## src/rtl/lcd_cmd_sched.sv

```systemverilog
// Command scheduler for the LCD image controller: a small command FIFO plus an
// issue FSM that paces commands on the controller's busy/done handshake.
module lcd_cmd_sched #(
    parameter int DEPTH = 4,
    parameter int CW    = 3
) (
    input  logic                     clk,
    input  logic                     reset,
    input  logic [CW-1:0]            host_cmd,
    input  logic                     host_valid,
    output logic                     host_ready,
    input  logic                     lcd_busy,
    input  logic                     lcd_done,
    output logic [CW-1:0]            cmd,
    output logic                     cmd_valid,
    output logic [$clog2(DEPTH):0]   fifo_count,
    output logic                     err_drop,
    output logic                     sched_done
);

    localparam int AW   = $clog2(DEPTH);
    localparam int CNTW = AW + 1;

    typedef enum logic [2:0] {
        ST_INIT      = 3'd0,
        ST_IDLE      = 3'd1,
        ST_GUARD     = 3'd2,
        ST_WAIT_BUSY = 3'd3,
        ST_WAIT_DONE = 3'd4,
        ST_FIN       = 3'd5
    } state_t;

    state_t            state_q, state_d;
    logic [AW-1:0]     rd_ptr_q, rd_ptr_d;
    logic [AW-1:0]     wr_ptr_q, wr_ptr_d;
    logic [CNTW-1:0]   count_q, count_d;
    logic [CW-1:0]     mem_q [DEPTH];
    logic [CW-1:0]     mem_d [DEPTH];
    logic [CW-1:0]     cmd_q, cmd_d;
    logic              cmd_valid_q, cmd_valid_d;
    logic              err_drop_q, err_drop_d;
    logic              sched_done_q, sched_done_d;
    logic              push_s;
    logic              pop_s;

    assign host_ready = (count_q < CNTW'(DEPTH)) && (state_q != ST_FIN);
    assign push_s     = host_valid && host_ready;

    assign cmd        = cmd_q;
    assign cmd_valid  = cmd_valid_q;
    assign fifo_count = count_q;
    assign err_drop   = err_drop_q;
    assign sched_done = sched_done_q;

    // Issue FSM: next state, issue strobe and the pop request.
    always_comb begin
        state_d      = state_q;
        cmd_d        = cmd_q;
        cmd_valid_d  = 1'b0;
        sched_done_d = sched_done_q;
        pop_s        = 1'b0;
        case (state_q)
            ST_INIT: begin
                if (!lcd_busy) begin
                    state_d = ST_IDLE;
                end else begin
                    state_d = ST_INIT;
                end
            end
            ST_IDLE: begin
                // Pop decision uses pre-edge occupancy, so a push never issues on the same edge.
                if ((count_q != {CNTW{1'b0}}) && !lcd_busy) begin
                    cmd_d       = mem_q[rd_ptr_q];
                    cmd_valid_d = 1'b1;
                    pop_s       = 1'b1;
                    state_d     = ST_GUARD;
                end else begin
                    state_d = ST_IDLE;
                end
            end
            ST_GUARD: begin
                if (cmd_q == {CW{1'b0}}) begin
                    state_d = ST_WAIT_DONE;
                end else begin
                    state_d = ST_WAIT_BUSY;
                end
            end
            ST_WAIT_BUSY: begin
                if (!lcd_busy) begin
                    state_d = ST_IDLE;
                end else begin
                    state_d = ST_WAIT_BUSY;
                end
            end
            ST_WAIT_DONE: begin
                if (lcd_done) begin
                    sched_done_d = 1'b1;
                    state_d      = ST_FIN;
                end else begin
                    state_d = ST_WAIT_DONE;
                end
            end
            ST_FIN: begin
                state_d = ST_FIN;
            end
            default: begin
                state_d = ST_INIT;
            end
        endcase
    end

    // FIFO storage, pointers and occupancy; rejected pushes only flag err_drop.
    always_comb begin
        mem_d      = mem_q;
        wr_ptr_d   = wr_ptr_q;
        rd_ptr_d   = rd_ptr_q;
        count_d    = count_q;
        err_drop_d = host_valid && !host_ready;
        if (push_s) begin
            mem_d[wr_ptr_q] = host_cmd;
            wr_ptr_d        = wr_ptr_q + AW'(1);
        end else begin
            wr_ptr_d = wr_ptr_q;
        end
        if (pop_s) begin
            rd_ptr_d = rd_ptr_q + AW'(1);
        end else begin
            rd_ptr_d = rd_ptr_q;
        end
        case ({push_s, pop_s})
            2'b10:   count_d = count_q + CNTW'(1);
            2'b01:   count_d = count_q - CNTW'(1);
            default: count_d = count_q;
        endcase
    end

    // State registers; reset clears everything, including any in-flight strobe.
    always_ff @(posedge clk or negedge reset) begin
        if (!reset) begin
            state_q      <= ST_INIT;
            rd_ptr_q     <= {AW{1'b0}};
            wr_ptr_q     <= {AW{1'b0}};
            count_q      <= {CNTW{1'b0}};
            cmd_q        <= {CW{1'b0}};
            cmd_valid_q  <= 1'b0;
            err_drop_q   <= 1'b0;
            sched_done_q <= 1'b0;
            for (int i = 0; i < DEPTH; i++) begin
                mem_q[i] <= {CW{1'b0}};
            end
        end else begin
            state_q      <= state_d;
            rd_ptr_q     <= rd_ptr_d;
            wr_ptr_q     <= wr_ptr_d;
            count_q      <= count_d;
            cmd_q        <= cmd_d;
            cmd_valid_q  <= cmd_valid_d;
            err_drop_q   <= err_drop_d;
            sched_done_q <= sched_done_d;
            for (int i = 0; i < DEPTH; i++) begin
                mem_q[i] <= mem_d[i];
            end
        end
    end

endmodule
```

## config.mk

```make
export PLATFORM = sky130hd
export DESIGN_NAME = lcd_cmd_sched
export DESIGN_NICKNAME = d
export VERILOG_FILES = /design/src/rtl/lcd_cmd_sched.sv
export SDC_FILE = /design/constraint.sdc
export NUM_CORES = 1
export LEC_CHECK = 0
export BUFFER_PORTS_ARGS = -buffer_cell sky130_fd_sc_hd__buf_2
export CORE_AREA = 10 10 53 96
export DETAILED_ROUTE_END_ITERATION = 6
export DIE_AREA = 0 0 63 106
export GPL_ROUTABILITY_DRIVEN = 0
export PLACE_DENSITY_LB_ADDON = 0.1
export RECOVER_POWER = 25
export SKIP_CTS_REPAIR_TIMING = 1
export SYNTH_ARGS = -nofsm -noshare
export SYNTH_HDL_FRONTEND = slang
export SYNTH_SLANG_ARGS = --single-unit
```

## constraint.sdc

```tcl
create_clock -name clk -period 2.3 [get_ports clk]
set_input_delay 0.345 -clock clk [delete_from_list [all_inputs] [get_ports clk]]
set_output_delay 0.345 -clock clk [all_outputs]
set_load 0.01 [all_outputs]
```

==> run metrics <==
top cells by area, synth=dfrtp_1, mux2_2, mux4_2; Residual DRC=0; CP max FO=5; Avg Cell Area, Syn=13.7 um2; global-route wire length before repair=4510 um; Main synth FF type=dfrtp_1; ANT nets after route=0; period utilization=91.1%; DIE WIDTH=63 um; cell taking the most area after synthesis=dfrtp_1; setup TNS=0 ns; Synth Net Count=114; synth-to-layout area growth=14.9%; maximum buffer depth of the clock tree=2; WL final=2680 um; Layout Cells excl Fill=169; die height=106 um; P_leak=0.716 nW; Yosys Warn Count=0; row count=31; Post-Syn Instances=100; PwrDens=1410 nW/um2; die area=6680 um2; top-area cell type share of the netlist area=51.3%; Starting Density=37.9%; vias in the first global route=911; commonest cells in the netlist=dfrtp_1, mux2_2, inv_1, nand3_1, ha_1; Worst EP required=2.50 ns; RSZ-0062 raised after global routing=no; share of cells above drive strength 1=38.3%; Clock Tree Root=clkbuf_8; Core Box Area=3610 um2; largest net degree at the start of global routing=29; Design Area, Final=1570 um2; WHS=0.314 ns; Total Power=2.22 mW; final core occ=43.5%; H-tree lvl count=1; outcome=finished with violations; Slew @ Worst Pin=1.53 ns; Setup Skew=0.00385 ns; Hold Path Class=in2reg; IO buf count=17; Setup CP Type=reg2reg; HPWL Detailed=2100 um; Seq/Total Area, Yosys=51.3%; #FFs+latches synth=28; via/cell ratio=4.88; most common cell in the netlist=dfrtp_1; DRT Pass-1 Iters=3; drt wl/cell=15.8 um; post-route minimum period=2.09 ns; Area after DPL=1500 um2; Fmax achieved=0.477 GHz; post-synthesis cell type count=31; CTS Sinks=28; Post-Synthesis Cell Area=1370 um2; WP data arrival=2.29 ns; Fin. Hold Viols=0; TritonCTS Buffers=3; type of origin of the critical path=flip-flop; Slew HR=-2.27%; fin. max-slew vios=29; Total Routing Usage GR=8.38%; final setup fails=0; clock-pin slew on the worst setup and hold paths=0.09 ns; placed cells=165; CTS tree=yes; async set or reset register ratio after synthesis=100%; EDFF count, synth=0; Placement Setup Slack=0.130 ns; Crit. End Element=flip-flop; IO Count=18; final setup margin=0.206 ns; GRT overflow=0; Initial DRC Count=24; vias=825; number of antenna violations at the first check in global routing=0; Ant. Diodes=0; Final #Nets=135; failing checks=max-capacitance violations, max-slew violations; Worst VDD drop=0.633 mV; max cap viols=1; Clk Latency, worst-skew pair=0.27 ns
## routing by layer
| metal | vias to the layer above | track usage (%) | share of wire, % | wire length [um] |
|---|---|---|---|---|
| li1 | 386 | - | - | - |
| met1 | 424 | 8.45 | 39 | 1030 |
| met2 | 13 | 15.5 | 56 | 1500 |
| met3 | 2 | 2.00 | 4.0 | 108 |
| met4 | 0 | 3.86 | 1.1 | 29 |
| met5 | - | 0 | 0 | 0 |
## path summary, 6_finish.rpt
check | end | slack (ns) | startpoint | cells after the start
worst max-delay path | fifo_count[2] | 0.21 | state_q[2] | 9
worst min-delay path | err_drop | 0.31 | host_valid | 2
worst max register to register | fifo_count[2] | 0.21 | state_q[2] | 9
worst min register to register | sched_done | 0.47 | sched_done | 1
max in group asynchronous | state_q[0] | 0.86 | reset | 1
min in group asynchronous | err_drop | 0.43 | reset | 1
## critical path: stages, from the launching register on
cell and delay, ns:
dfrtp_1 0.42, nor4b_4 0.35, nand2_4 0.13, inv_1 0.10
ha_1 0.18, inv_1 0.06, fa_1 0.37, xor2_1 0.15
nor2_1 0.11, xor2_1 0.16
## sequential cells by signal, indices dropped and copies added, names as in the netlist
signal and cells:
mem_q 12, cmd 3, fifo_count 3, state_q 3, rd_ptr_q 2, wr_ptr_q 2
cmd_valid 1, err_drop 1, sched_done 1
## logic make-up after synthesis
family,count (synthesis),synth area share [%]
buffers and inverters,8,3.30
muxes,20,19.7
adders and majority gates,6,6.04
DFF,28,51.3
xor gates and xnor gates,6,3.85
and+or+nand+nor,24,12.4
AOI/OAI and AO/OA,8,3.48
## cell type report
type	count	area, um2
clock buffer	3	41.3
clock inverter	1	30.0
fill	333	2040
inverter	6	22.5
multi-input combinational	64	621
sequential	28	703
tap	49	61.3
timing repair buffer	18	91.3
## placed cells by master, fill, tap and decap left out, types with 2 or more instances in the layout
cell      instances
a21oi_1           2
buf_2            16
clkbuf_8          3
dfrtp_1          26
dfrtp_2           2
ha_1              5
inv_1             6
mux2_2           13
mux2_4            3
mux4_2            3
nand2b_1          3
nand3_1           6
nand3b_1          2
nor2b_1           2
o21ai_0           3
xnor2_1           4
xor2_1            2
## power breakdown
part / internal (mW) / switching, mW
clock network: 0.233 / 0.150
registers: 0.739 / 0.207
logic: 0.510 / 0.381
total: 1.48 / 0.738
Power figures use the tool's default switching activity.
